### config.mk
export PLATFORM = sky130hd
export DESIGN_NAME = dcache_ctrl_flat
export DESIGN_NICKNAME = d
export VERILOG_FILES = /design/src/rtl/dcache_pkg.sv /design/src/rtl/dcache_ctrl_if.sv /design/src/rtl/dcache_vd_bits.sv /design/src/rtl/dcache_ctrl.sv /design/src/flat_wrapper.sv
export SDC_FILE = /design/constraint.sdc
export NUM_CORES = 1
export LEC_CHECK = 0
export CAP_MARGIN = 40
export CORE_MARGIN = 2
export CORE_UTILIZATION = 28
export DETAILED_ROUTE_END_ITERATION = 7
export GPL_TIMING_DRIVEN = 0
export PLACE_DENSITY_LB_ADDON = 0.08
export SLEW_MARGIN = 25
export SYNTH_ARGS = -nofsm -noshare
export SYNTH_HDL_FRONTEND = slang
export SYNTH_HIERARCHICAL = 1
export SYNTH_SLANG_ARGS = --single-unit
### constraint.sdc
create_clock -name clk -period 27.1 [get_ports clk]
set_input_delay 2.71 -clock clk [delete_from_list [all_inputs] [get_ports clk]]
set_output_delay 2.71 -clock clk [all_outputs]
set_load 0.05 [all_outputs]
### src/rtl/dcache_pkg.sv
// Shared widths, FSM state type and address/line helpers for the data-cache controller.
package dcache_pkg;
  localparam int IDX_W    = 5;
  localparam int TAG_W    = 7;
  localparam int LINE_W   = 128;
  localparam int ADDR_W   = 16;
  localparam int NLINES   = 1 << IDX_W;
  localparam int OCM_AW   = IDX_W + TAG_W;
  localparam int BYTES_LN = LINE_W / 8;

  typedef enum logic [2:0] {
    ST_IDLE,
    ST_LOOKUP,
    ST_WB,
    ST_RF_REQ,
    ST_RF_WAIT,
    ST_RF_FILL
  } state_e;

  typedef struct packed {
    logic [LINE_W-1:0]   line;
    logic [BYTES_LN-1:0] mask;
  } merge_t;

  function automatic logic [TAG_W-1:0] tag_of(input logic [ADDR_W-1:0] a);
    return a[15:9];
  endfunction

  function automatic logic [IDX_W-1:0] idx_of(input logic [ADDR_W-1:0] a);
    return a[8:4];
  endfunction

  function automatic logic [1:0] word_of(input logic [ADDR_W-1:0] a);
    return a[3:2];
  endfunction

  function automatic logic [31:0] word_pick(input logic [LINE_W-1:0] line, input logic [1:0] w);
    logic [31:0] r;
    case (w)
      2'd0:    r = line[31:0];
      2'd1:    r = line[63:32];
      2'd2:    r = line[95:64];
      default: r = line[127:96];
    endcase
    return r;
  endfunction

  // Byte mask comes back alongside the line so a hit can drive the per-byte WENs directly.
  function automatic merge_t word_merge(input logic [LINE_W-1:0] line, input logic [1:0] word_sel,
                                        input logic [31:0] wdata, input logic [3:0] wstrb);
    merge_t m;
    m.line = line;
    m.mask = '0;
    for (int i = 0; i < BYTES_LN; i++) begin
      if ((i / 4) == int'(word_sel) && wstrb[i % 4]) begin
        m.line[i*8 +: 8] = wdata[(i % 4)*8 +: 8];
        m.mask[i]        = 1'b1;
      end
    end
    return m;
  endfunction
endpackage

### src/rtl/dcache_ctrl_if.sv
// LSU request/response channel between the load-store unit (master) and the cache (slave).
interface dcache_ctrl_if;
  import dcache_pkg::*;

  logic              req_valid;
  logic              req_ready;
  logic [ADDR_W-1:0] req_addr;
  logic              req_we;
  logic [31:0]       req_wdata;
  logic [3:0]        req_wstrb;
  logic              rsp_valid;
  logic [31:0]       rsp_rdata;

  modport master (
    output req_valid, req_addr, req_we, req_wdata, req_wstrb,
    input  req_ready, rsp_valid, rsp_rdata
  );

  modport slave (
    input  req_valid, req_addr, req_we, req_wdata, req_wstrb,
    output req_ready, rsp_valid, rsp_rdata
  );
endinterface

### src/rtl/dcache_vd_bits.sv
// Per-line valid and dirty flags; cleared asynchronously so a reset invalidates the whole cache.
module dcache_vd_bits
  import dcache_pkg::*;
(
  input  logic              clk,
  input  logic              rst,
  input  logic [IDX_W-1:0]  idx_i,
  input  logic              valid_set_i,
  input  logic              dirty_set_i,
  input  logic              dirty_clr_i,
  output logic [NLINES-1:0] valid_o,
  output logic [NLINES-1:0] dirty_o
);
  logic [NLINES-1:0] valid_q, valid_d;
  logic [NLINES-1:0] dirty_q, dirty_d;

  always_comb begin
    valid_d = valid_q;
    dirty_d = dirty_q;
    if (valid_set_i) valid_d[idx_i] = 1'b1;
    if (dirty_set_i)      dirty_d[idx_i] = 1'b1;
    else if (dirty_clr_i) dirty_d[idx_i] = 1'b0;
  end

  always_ff @(posedge clk or posedge rst) begin
    if (rst) begin
      valid_q <= '0;
      dirty_q <= '0;
    end else begin
      valid_q <= valid_d;
      dirty_q <= dirty_d;
    end
  end

  assign valid_o = valid_q;
  assign dirty_o = dirty_q;
endmodule

### src/rtl/dcache_ctrl.sv
// Direct-mapped write-back/write-allocate controller: tag/data macro sequencing, victim write-back and OCM refill.
module dcache_ctrl
  import dcache_pkg::*;
(
  input  logic                clk,
  input  logic                rst,
  dcache_ctrl_if.slave        lsu,
  output logic                tag_cena_o,
  output logic [IDX_W-1:0]    tag_aa_o,
  input  logic [TAG_W-1:0]    tag_qa_i,
  output logic                tag_cenb_o,
  output logic [IDX_W-1:0]    tag_ab_o,
  output logic [TAG_W-1:0]    tag_db_o,
  output logic                mem_cen_o,
  output logic [BYTES_LN-1:0] mem_wen_o,
  output logic [IDX_W-1:0]    mem_a_o,
  output logic [LINE_W-1:0]   mem_d_o,
  input  logic [LINE_W-1:0]   mem_q_i,
  output logic                ocm_req_o,
  input  logic                ocm_gnt_i,
  output logic                ocm_wen_o,
  output logic [OCM_AW-1:0]   ocm_a_o,
  output logic [LINE_W-1:0]   ocm_d_o,
  input  logic [LINE_W-1:0]   ocm_q_i
);
  state_e            state_q, state_d;
  logic [ADDR_W-1:0] addr_q, addr_d;
  logic              we_q, we_d;
  logic [31:0]       wdata_q, wdata_d;
  logic [3:0]        wstrb_q, wstrb_d;
  logic [LINE_W-1:0] victim_q, victim_d;
  logic [TAG_W-1:0]  vtag_q, vtag_d;
  logic [LINE_W-1:0] line_q, line_d;
  logic              rsp_valid_q, rsp_valid_d;
  logic [31:0]       rsp_rdata_q, rsp_rdata_d;

  logic [NLINES-1:0] vd_valid, vd_dirty;
  logic              vd_valid_set, vd_dirty_set, vd_dirty_clr;
  logic [TAG_W-1:0]  req_tag;
  logic [IDX_W-1:0]  req_idx;
  logic [1:0]        req_word;
  logic              hit;
  merge_t            st_m, fill_m;
  logic [LINE_W-1:0] fill_line;

  assign req_tag  = tag_of(addr_q);
  assign req_idx  = idx_of(addr_q);
  assign req_word = word_of(addr_q);
  assign hit      = vd_valid[req_idx] && (tag_qa_i == req_tag);

  dcache_vd_bits u_vd (
    .clk         (clk),
    .rst         (rst),
    .idx_i       (req_idx),
    .valid_set_i (vd_valid_set),
    .dirty_set_i (vd_dirty_set),
    .dirty_clr_i (vd_dirty_clr),
    .valid_o     (vd_valid),
    .dirty_o     (vd_dirty)
  );

  assign lsu.req_ready = (state_q == ST_IDLE);
  assign lsu.rsp_valid = rsp_valid_q;
  assign lsu.rsp_rdata = rsp_rdata_q;

  always_comb begin
    state_d      = state_q;
    addr_d       = addr_q;
    we_d         = we_q;
    wdata_d      = wdata_q;
    wstrb_d      = wstrb_q;
    victim_d     = victim_q;
    vtag_d       = vtag_q;
    line_d       = line_q;
    rsp_valid_d  = 1'b0;
    rsp_rdata_d  = '0;
    vd_valid_set = 1'b0;
    vd_dirty_set = 1'b0;
    vd_dirty_clr = 1'b0;
    tag_cena_o   = 1'b1;
    tag_aa_o     = '0;
    tag_cenb_o   = 1'b1;
    tag_ab_o     = '0;
    tag_db_o     = '0;
    mem_cen_o    = 1'b1;
    mem_wen_o    = '1;
    mem_a_o      = '0;
    mem_d_o      = '0;
    ocm_req_o    = 1'b0;
    ocm_wen_o    = 1'b1;
    ocm_a_o      = '0;
    ocm_d_o      = '0;
    st_m         = word_merge(mem_q_i, req_word, wdata_q, wstrb_q);
    fill_m       = word_merge(line_q, req_word, wdata_q, wstrb_q);
    fill_line    = we_q ? fill_m.line : line_q;

    case (state_q)
      ST_IDLE: begin
        if (lsu.req_valid) begin
          addr_d     = lsu.req_addr;
          we_d       = lsu.req_we;
          wdata_d    = lsu.req_wdata;
          wstrb_d    = lsu.req_wstrb;
          tag_cena_o = 1'b0;
          tag_aa_o   = idx_of(lsu.req_addr);
          mem_cen_o  = 1'b0;
          mem_a_o    = idx_of(lsu.req_addr);
          state_d    = ST_LOOKUP;
        end
      end
      ST_LOOKUP: begin
        if (hit) begin
          rsp_valid_d = 1'b1;
          state_d     = ST_IDLE;
          if (we_q) begin
            mem_cen_o    = 1'b0;
            mem_wen_o    = ~st_m.mask;
            mem_a_o      = req_idx;
            mem_d_o      = st_m.line;
            vd_dirty_set = 1'b1;
          end else begin
            rsp_rdata_d = word_pick(mem_q_i, req_word);
          end
        end else if (vd_valid[req_idx] && vd_dirty[req_idx]) begin
          victim_d = mem_q_i;
          vtag_d   = tag_qa_i;
          state_d  = ST_WB;
        end else begin
          state_d = ST_RF_REQ;
        end
      end
      ST_WB: begin
        ocm_req_o = 1'b1;
        ocm_wen_o = 1'b0;
        ocm_a_o   = {vtag_q, req_idx};
        ocm_d_o   = victim_q;
        if (ocm_gnt_i) begin
          vd_dirty_clr = 1'b1;
          state_d      = ST_RF_REQ;
        end
      end
      ST_RF_REQ: begin
        ocm_req_o = 1'b1;
        ocm_a_o   = {req_tag, req_idx};
        if (ocm_gnt_i) state_d = ST_RF_WAIT;
      end
      ST_RF_WAIT: begin
        line_d  = ocm_q_i;
        state_d = ST_RF_FILL;
      end
      ST_RF_FILL: begin
        mem_cen_o    = 1'b0;
        mem_wen_o    = '0;
        mem_a_o      = req_idx;
        mem_d_o      = fill_line;
        tag_cenb_o   = 1'b0;
        tag_ab_o     = req_idx;
        tag_db_o     = req_tag;
        vd_valid_set = 1'b1;
        vd_dirty_set = we_q;
        vd_dirty_clr = !we_q;
        rsp_valid_d  = 1'b1;
        rsp_rdata_d  = we_q ? 32'd0 : word_pick(fill_line, req_word);
        state_d      = ST_IDLE;
      end
      default: state_d = ST_IDLE;
    endcase
  end

  always_ff @(posedge clk or posedge rst) begin
    if (rst) begin
      state_q     <= ST_IDLE;
      addr_q      <= '0;
      we_q        <= 1'b0;
      wdata_q     <= '0;
      wstrb_q     <= '0;
      victim_q    <= '0;
      vtag_q      <= '0;
      line_q      <= '0;
      rsp_valid_q <= 1'b0;
      rsp_rdata_q <= '0;
    end else begin
      state_q     <= state_d;
      addr_q      <= addr_d;
      we_q        <= we_d;
      wdata_q     <= wdata_d;
      wstrb_q     <= wstrb_d;
      victim_q    <= victim_d;
      vtag_q      <= vtag_d;
      line_q      <= line_d;
      rsp_valid_q <= rsp_valid_d;
      rsp_rdata_q <= rsp_rdata_d;
    end
  end
endmodule

### src/flat_wrapper.sv
// flat-port wrapper written by rule: the top's interface ports become plain ports
module dcache_ctrl_flat import dcache_pkg::*;
  (clk, rst, tag_cena_o, tag_aa_o, tag_qa_i, tag_cenb_o, tag_ab_o, tag_db_o, mem_cen_o, mem_wen_o, mem_a_o, mem_d_o, mem_q_i, ocm_req_o, ocm_gnt_i, ocm_wen_o, ocm_a_o, ocm_d_o, ocm_q_i, lsu_req_valid, lsu_req_addr, lsu_req_we, lsu_req_wdata, lsu_req_wstrb, lsu_req_ready, lsu_rsp_valid, lsu_rsp_rdata);
  dcache_ctrl_if lsu_i ();
  input  logic clk;
  input  logic rst;
  output logic tag_cena_o;
  output logic [IDX_W-1:0] tag_aa_o;
  input  logic [TAG_W-1:0] tag_qa_i;
  output logic tag_cenb_o;
  output logic [IDX_W-1:0] tag_ab_o;
  output logic [TAG_W-1:0] tag_db_o;
  output logic mem_cen_o;
  output logic [BYTES_LN-1:0] mem_wen_o;
  output logic [IDX_W-1:0] mem_a_o;
  output logic [LINE_W-1:0] mem_d_o;
  input  logic [LINE_W-1:0] mem_q_i;
  output logic ocm_req_o;
  input  logic ocm_gnt_i;
  output logic ocm_wen_o;
  output logic [OCM_AW-1:0] ocm_a_o;
  output logic [LINE_W-1:0] ocm_d_o;
  input  logic [LINE_W-1:0] ocm_q_i;
  input wire logic [$bits(lsu_i.req_valid)-1:0] lsu_req_valid;
  input wire logic [$bits(lsu_i.req_addr)-1:0] lsu_req_addr;
  input wire logic [$bits(lsu_i.req_we)-1:0] lsu_req_we;
  input wire logic [$bits(lsu_i.req_wdata)-1:0] lsu_req_wdata;
  input wire logic [$bits(lsu_i.req_wstrb)-1:0] lsu_req_wstrb;
  output wire logic [$bits(lsu_i.req_ready)-1:0] lsu_req_ready;
  output wire logic [$bits(lsu_i.rsp_valid)-1:0] lsu_rsp_valid;
  output wire logic [$bits(lsu_i.rsp_rdata)-1:0] lsu_rsp_rdata;
  assign lsu_i.req_valid = lsu_req_valid;
  assign lsu_i.req_addr = lsu_req_addr;
  assign lsu_i.req_we = lsu_req_we;
  assign lsu_i.req_wdata = lsu_req_wdata;
  assign lsu_i.req_wstrb = lsu_req_wstrb;
  assign lsu_req_ready = lsu_i.req_ready;
  assign lsu_rsp_valid = lsu_i.rsp_valid;
  assign lsu_rsp_rdata = lsu_i.rsp_rdata;
  dcache_ctrl u_core (.clk(clk), .rst(rst), .lsu(lsu_i), .tag_cena_o(tag_cena_o), .tag_aa_o(tag_aa_o), .tag_qa_i(tag_qa_i), .tag_cenb_o(tag_cenb_o), .tag_ab_o(tag_ab_o), .tag_db_o(tag_db_o), .mem_cen_o(mem_cen_o), .mem_wen_o(mem_wen_o), .mem_a_o(mem_a_o), .mem_d_o(mem_d_o), .mem_q_i(mem_q_i), .ocm_req_o(ocm_req_o), .ocm_gnt_i(ocm_gnt_i), .ocm_wen_o(ocm_wen_o), .ocm_a_o(ocm_a_o), .ocm_d_o(ocm_d_o), .ocm_q_i(ocm_q_i));
endmodule
==> results of run 1 <==
## layout by cell type, fill, tap and decap left out, types with 50 or more instances in the layout
cell type,Yosys,routed
mux2_2,354,354
o21ai_0,109,109
and2_1,145,145
inv_1,76,74
nand2_1,269,269
mux2_1,50,50
o2111ai_1,137,128
o211ai_1,120,120
dfrtp_1,414,414
clkbuf_16,0,55
clkdlybuf4s50_1,0,662
clkbuf_1,146,150
## registers in the layout (all words and copies together), names as in the netlist, 3 cells and up, named ones only
register,count
u_core/line_q,128
u_core/victim_q,128
u_core/lsu.rsp_rdata,32
u_core/u_vd/valid_o,32
u_core/wdata_q,32
u_core/addr_q,14
u_core/vtag_q,7
u_core/wstrb_q,4
u_core/state_q,3
## worst paths after layout
| kind | start | end | slack (ns) | cells after the start |
|---|---|---|---|---|
| max | tag_qa_i[1] | mem_d_o[99] | 16.33 | 11 |
| min | u_core/u_vd/valid_o[11]$_DFFE_PP0P_ | u_core/u_vd/valid_o[11]$_DFFE_PP0P_ | 0.47 | 1 |
| max reg2reg | u_core/addr_q[8]$_DFFE_PP0P_ | register | 22.78 | 9 |
| min reg2reg | u_core/u_vd/valid_o[11]$_DFFE_PP0P_ | u_core/u_vd/valid_o[11]$_DFFE_PP0P_ | 0.47 | 1 |
| max in group asynchronous | rst | u_core/victim_q[30]$_DFFE_PP0P_ | 23.23 | 4 |
| min in group asynchronous | rst | u_core/u_vd/valid_o[30]$_DFFE_PP0P_ | 2.59 | 2 |
## kinds of logic (layout without fill, tap and decap cells)
logic type      after synthesis  in the layout  share of synthesized area
buf+inv                     274           1091                    0.04770
compound gates              609            609                     0.1777
xor+xnor                      8              8                   0.002881
other cells                   0              9                          0
flops                       414            414                     0.4260
mux                         485            485                     0.2389
simple gates                544            544                     0.1068
## power breakdown
group          switching, mW  internal (mW)  leakage, nW
Combinational           1.33          0.736         7.76
Clock                  0.303          0.481        0.925
Sequential             0.208          0.858         5.32
## stage by stage
| stage | total power [mW] | hold slack [ns] |
|---|---|---|
| after floorplan | 2.219 | 0.4348 |
| after global placement | 3.017 | 0.4525 |
| after detailed placement | 3.080 | 0.4547 |
| after CTS | 3.880 | 0.4712 |
| after global routing | 4.065 | 0.4836 |
| final | 3.914 | 0.4718 |
## area by class of cell
cell class                      instances  area [um^2]  share of cell area
Antenna cell                            9        22.52           0.0006412
Buffer                                196        878.3             0.02501
Clock buffer                           78         1593             0.04535
Clock inverter                         20        320.3            0.009119
Inverter                               78        302.8            0.008620
Multi-Input combinational cell       1646        12880              0.3666
Sequential cell                       414        10360              0.2949
Tap cell                             1155         1445             0.04114
Timing Repair Buffer                  719         7326              0.2086
## critical path: cells and delay by family
| kind | cells | cell delay [ns] |
|---|---|---|
| buf+inv | 5 | 3.45 |
| simple gates | 3 | 1.09 |
| compound gates | 2 | 0.66 |
| xor+xnor | 1 | 0.13 |
## routing by layer
layer  track usage  routed length (um)  vias up
li1              -                   -    10280
met1        0.3945               57900    12500
met2        0.5315               69890     1490
met3       0.09066               13710      303
met4        0.1177                5509       18
met5             0                 135        -
==> impl_metrics.json, run 1 <==
{
  "setup_slack_ns": 16.33,
  "ys_ff_latch": 414,
  "ir_worst_vdd_uv": 46.68,
  "worst_slew_pin_slew_ns": 1.018,
  "grt_max_degree": 85,
  "ctsResizeCount": 0,
  "insertion_delay_ns": 0.63,
  "cts_setup_buffers": 0,
  "period_minus_slack_ns": 10.77,
  "syn-num-nets": 2654,
  "grt_usage": 0.3198,
  "setup_tns_ns": 0,
  "synth.cells.most_frequent": "dfrtp_1 (414), mux2_2 (354), nand2_1 (269)",
  "final_hold_viol_count": 0,
  "maxCapViolations": 0,
  "cts_buffers": 53,
  "cts_tree": "done",
  "crit_chain": "clkdlybuf4s50_1, xnor2_1, nand4_1, nor4_1, clkbuf_1, and3_1, clkbuf_1, clkbuf_1, o2111ai_1, o211ai_1, clkdlybuf4s50_1",
  "wl_mm": 147.1,
  "leakagePower_nw": 14.01,
  "place_congestion": 0.9096,
  "final-setup-viol-count": 0,
  "timing.critical_path.mode_cell": "clkbuf_1",
  "cts_max_level": 2,
  "yosysSeqAreaShare": 0.4260,
  "drv_slew": 0,
  "drive_above_1_share": 0.1949,
  "io_pins": 665,
  "synth.top_cells.by_area": "dfrtp_1 (43%), mux2_2 (16%), o2111ai_1 (4.9%), nand2_1 (4.2%), and2_1 (3.7%)",
  "synth_top_area_cell": "dfrtp_1",
  "yosysMostFrequentCell": "dfrtp_1",
  "skew_ns": 0.02461,
  "fin_crit_sh": 0.3975,
  "detail-route-antenna-nets": 0,
  "syn_area_per_cell_um2": 10.42,
  "startpoint_type": "primary input",
  "rows": 108,
  "criticalPathCategory": "primary input to output pin",
  "final_util": 0.4061,
  "grt_overflow": 0,
  "final_cells": 4315,
  "drtIter0Drc": 2559,
  "crit_path_end_kind": "output pin",
  "cp_max_fo": 10,
  "netlist_area_um2": 24320,
  "slowest_stage": "clkdlybuf4s50_1",
  "fp.coreArea_um2": 86480,
  "ys_types": 56,
  "yosys.area.top_type_share": 0.4260,
  "synthArstFlopShare": 1.000,
  "viasPerCell": 5.699,
  "arrival_ns": 8.06,
  "cts_hold_buffers": 0,
  "start_util": 0.2812,
  "hp-class": "register to register",
  "fmaxAchievable_mhz": 92.83,
  "status": "completed",
  "syn_to_final_growth_pct": 44.44,
  "drc_errors": 0,
  "postSynthCellCount": 2334,
  "power.density_nw_per_um2": 111.4,
  "pre_cts_slack_ns": 16.51,
  "die_w_um": 298.7,
  "vias": 24590,
  "place_inst": 4197,
  "fin_area_um2": 35120,
  "final_nets": 3428,
  "fp.dieH_um": 298.7,
  "placed_area_um2": 33070,
  "yosysWarnings": 6,
  "root_buffer": "clkbuf_16",
  "cts_buffer_depth": 3,
  "grt_first_pass_wirelength_mm": 201.4,
  "synth_edf_count": 0,
  "dieArea_um2": 89220,
  "antenna_found_initial": 18,
  "fillers": 8528,
  "slew_headroom": 0.3214,
  "io_buffer_count": 662,
  "cts.sinks": 414,
  "grt_pass1_vias": 24970,
  "hpwl_mm": 115.8,
  "required_ns": 24.39,
  "clk_pin_slew_ns": 0.05,
  "slowest_delay_ns": 0.89,
  "dr.pass1.iters": 5,
  "rsz0062_at_grt": "no",
  "synthFlopType": "dfrtp_1",
  "wl_per_cell_um": 34.10
}
Note: power is estimated with default switching activity, not from simulation.
==> inputs of run 2 (changes only) <==
==> constraint.sdc (replaced) <==
create_clock -name clk -period 10.05 [get_ports clk]
set_input_delay 1.005 -clock clk [delete_from_list [all_inputs] [get_ports clk]]
set_output_delay 1.005 -clock clk [all_outputs]
set_load 0.05 [all_outputs]
==> run 2 against run 1 <==
Compared with the run above: total power increased to 2.7 times the previous value; critical path depth unchanged; sequential power increased to 2.7 times the previous value; wire length grew 0.57%; critical endpoint unchanged; highest routed layer unchanged.
==> impl_metrics.json, run 2 (same netlist as run 1, synthesis figures left out) <==
{
  "final-setup-viol-count": 0,
  "cts_setup_buffers": 0,
  "place_congestion": 0.9430,
  "fp.dieH_um": 298.7,
  "top_layer": "met5",
  "setup_tns_ns": 0,
  "startpoint_type": "primary input",
  "grt_usage": 0.3215,
  "drtIter0Drc": 2476,
  "criticalPathCategory": "primary input to output pin",
  "wl_per_cell_um": 34.21,
  "cts_tree": "done",
  "syn_to_final_growth_pct": 45.14,
  "period_minus_slack_ns": 7.510,
  "leakagePower_nw": 14.10,
  "hp-class": "register to register",
  "start_util": 0.2812,
  "ir_worst_vdd_uv": 131.6,
  "ctsResizeCount": 0,
  "arrival_ns": 6.50,
  "seq_power_share": 0.273,
  "clockPowerShare": 0.199,
  "cts.sinks": 414,
  "holdPathStages": 1,
  "crit_chain": "clkdlybuf4s50_1, xnor2_1, nand4_1, nor4_1, clkbuf_1, and3_1, clkbuf_1, clkbuf_1, o2111ai_1, o211ai_1, clkdlybuf4s50_1",
  "final_nets": 3436,
  "layout_common_cells": "clkdlybuf4s50_1 (662), dfrtp_1 (414), mux2_2 (354)",
  "slew_headroom": 0.3502,
  "required_ns": 9.05,
  "final_util": 0.4081,
  "critPathBufInv": 5,
  "vias": 24680,
  "grt_max_degree": 47,
  "io_buffer_count": 662,
  "maxCapViolations": 0,
  "p_sw_frac": 0.4718,
  "clk_pin_slew_ns": 0.06,
  "fin_crit_sh": 0.7472,
  "dr.pass1.iters": 6,
  "cp_max_fo": 10,
  "drv_slew": 0,
  "worst_slew_pin_slew_ns": 0.9746,
  "cts_buffers": 52,
  "p_sw_mw": 4.987,
  "drive_above_1_share": 0.1975,
  "viasPerCell": 5.704,
  "met1_length_mm": 57.66,
  "antenna_found_initial": 19,
  "grt_overflow": 0,
  "slowest_delay_ns": 0.90,
  "cts_hold_buffers": 0,
  "skew_ns": 0.03398,
  "root_buffer": "clkbuf_16",
  "fp.coreArea_um2": 86480,
  "wl_met2_mm": 68.89,
  "detail-route-antenna-nets": 0,
  "slowest_stage": "clkdlybuf4s50_1",
  "hpwl_mm": 117.0,
  "status": "completed",
  "met3_length_mm": 14.48,
  "crit_cells": 11,
  "fmaxAchievable_mhz": 133.2,
  "crit_family": "buffers and inverters",
  "die_w_um": 298.7,
  "p_int_mw": 5.582,
  "dieArea_um2": 89220,
  "grt_first_pass_wirelength_mm": 202.1,
  "placed_area_um2": 33300,
  "rsz0062_at_grt": "no",
  "comb_power_share": 0.528,
  "final_hold_viol_count": 0,
  "reg2reg_depth": 11,
  "insertion_delay_ns": 0.63,
  "rows": 108,
  "final_common_cell": "clkdlybuf4s50_1",
  "crit_path_end_kind": "output pin",
  "cts_max_level": 2,
  "cts_buffer_depth": 3,
  "reg_top3": "u_core/line_q (128), u_core/victim_q (128)",
  "grt_pass1_vias": 25180,
  "timing.critical_path.mode_cell": "clkbuf_1",
  "wl_mm": 148.0,
  "drc_errors": 0,
  "io_pins": 665,
  "power.density_nw_per_um2": 299.4,
  "fin_area_um2": 35300
}
-- run 2: layer usage --
metal,track usage,vias to the layer above
li1,-,10260
met4,0.1332,14
met2,0.5268,1617
met1,0.3969,12420
met3,0.09146,365
met5,0,-
-- run 2: worst paths after layout --
check / endpoint / slack (ns) / startpoint
setup / recovery: mem_d_o[99] / 2.54 / tag_qa_i[3]
hold / removal: u_core/u_vd/valid_o[14]$_DFFE_PP0P_ / 0.47 / u_core/u_vd/valid_o[14]$_DFFE_PP0P_
setup reg to reg: register / 5.64 / u_core/addr_q[6]$_DFFE_PP0P_
hold reg to reg: u_core/u_vd/valid_o[14]$_DFFE_PP0P_ / 0.47 / u_core/u_vd/valid_o[14]$_DFFE_PP0P_
max in group asynchronous: u_core/victim_q[9]$_DFFE_PP0P_ / 7.88 / rst
min in group asynchronous: asynchronous set/reset pin / 0.76 / rst
-- run 2: per-stage QoR --
step / hold slack (ns) / setup WS, ns / total power [mW] / cells
2_1_floorplan: 0.4348 / 4.359 / 5.985 / 2334
3_3_place_gp: 0.4533 / 1.239 / 8.155 / 4151
3_5_place_dp: 0.4547 / 2.733 / 8.330 / 4211
4_1_cts: 0.4721 / 2.724 / 10.48 / 4309
5_1_grt: 0.4823 / 2.541 / 10.95 / 4322
6_report: 0.4710 / 2.540 / 10.57 / 4326
-- run 2: worst register-to-register path, stage by stage (launching register included) --
cell and delay, ns:
dfrtp_1 0.59, and2_1 0.25, buf_1 0.22, a22oi_1 0.25, nand4b_1 0.14, o22ai_1 0.59
buf_2 0.42, o21a_1 0.19, clkbuf_1 0.60, o211a_1 0.32, nand3_1 0.43, o21ai_0 0.33
-- run 2: cell type report --
type                    instances  area, um^2
inverters                      78       299.0
plain buffers                 196       878.3
repair buffers                728        7511
diodes                         11       27.53
multi-input cells            1646       12870
clock buffers                  73        1510
well taps                    1155        1445
fillers                      8503       51190
clock inverters                25       390.4
flip-flops and latches        414       10360
-- run 2: power by group through the flow --
stage          registers (mW)  clock network (mW)  logic [mW]
2_1_floorplan            2.68                   0        3.30
3_3_place_gp             2.86                   0        5.29
3_5_place_dp             2.88                   0        5.45
4_1_cts                  2.86                2.15        5.48
5_1_grt                  2.95                2.21        5.79
6_report                 2.89                2.10        5.58
==> inputs of run 3 (changes only) <==
==> constraint.sdc (replaced) <==
create_clock -name clk -period 6.9 [get_ports clk]
set_input_delay 0.69 -clock clk [delete_from_list [all_inputs] [get_ports clk]]
set_output_delay 0.69 -clock clk [all_outputs]
set_load 0.05 [all_outputs]
==> results of run 3 <==
The final DEF is identical to that of run 2. Status: completed.
Among the figures that moved: setup slack after placement 2.733 ns -> 0.2133 ns; setup slack after layout 2.540 ns -> 0.02015 ns; hold slack 0.4710 ns -> 0.4439 ns; register-to-register setup slack 5.64 ns -> 2.49 ns; total power 10.57 mW -> 15.39 mW; worst IR drop on VDD 131.6 uV -> 191.7 uV
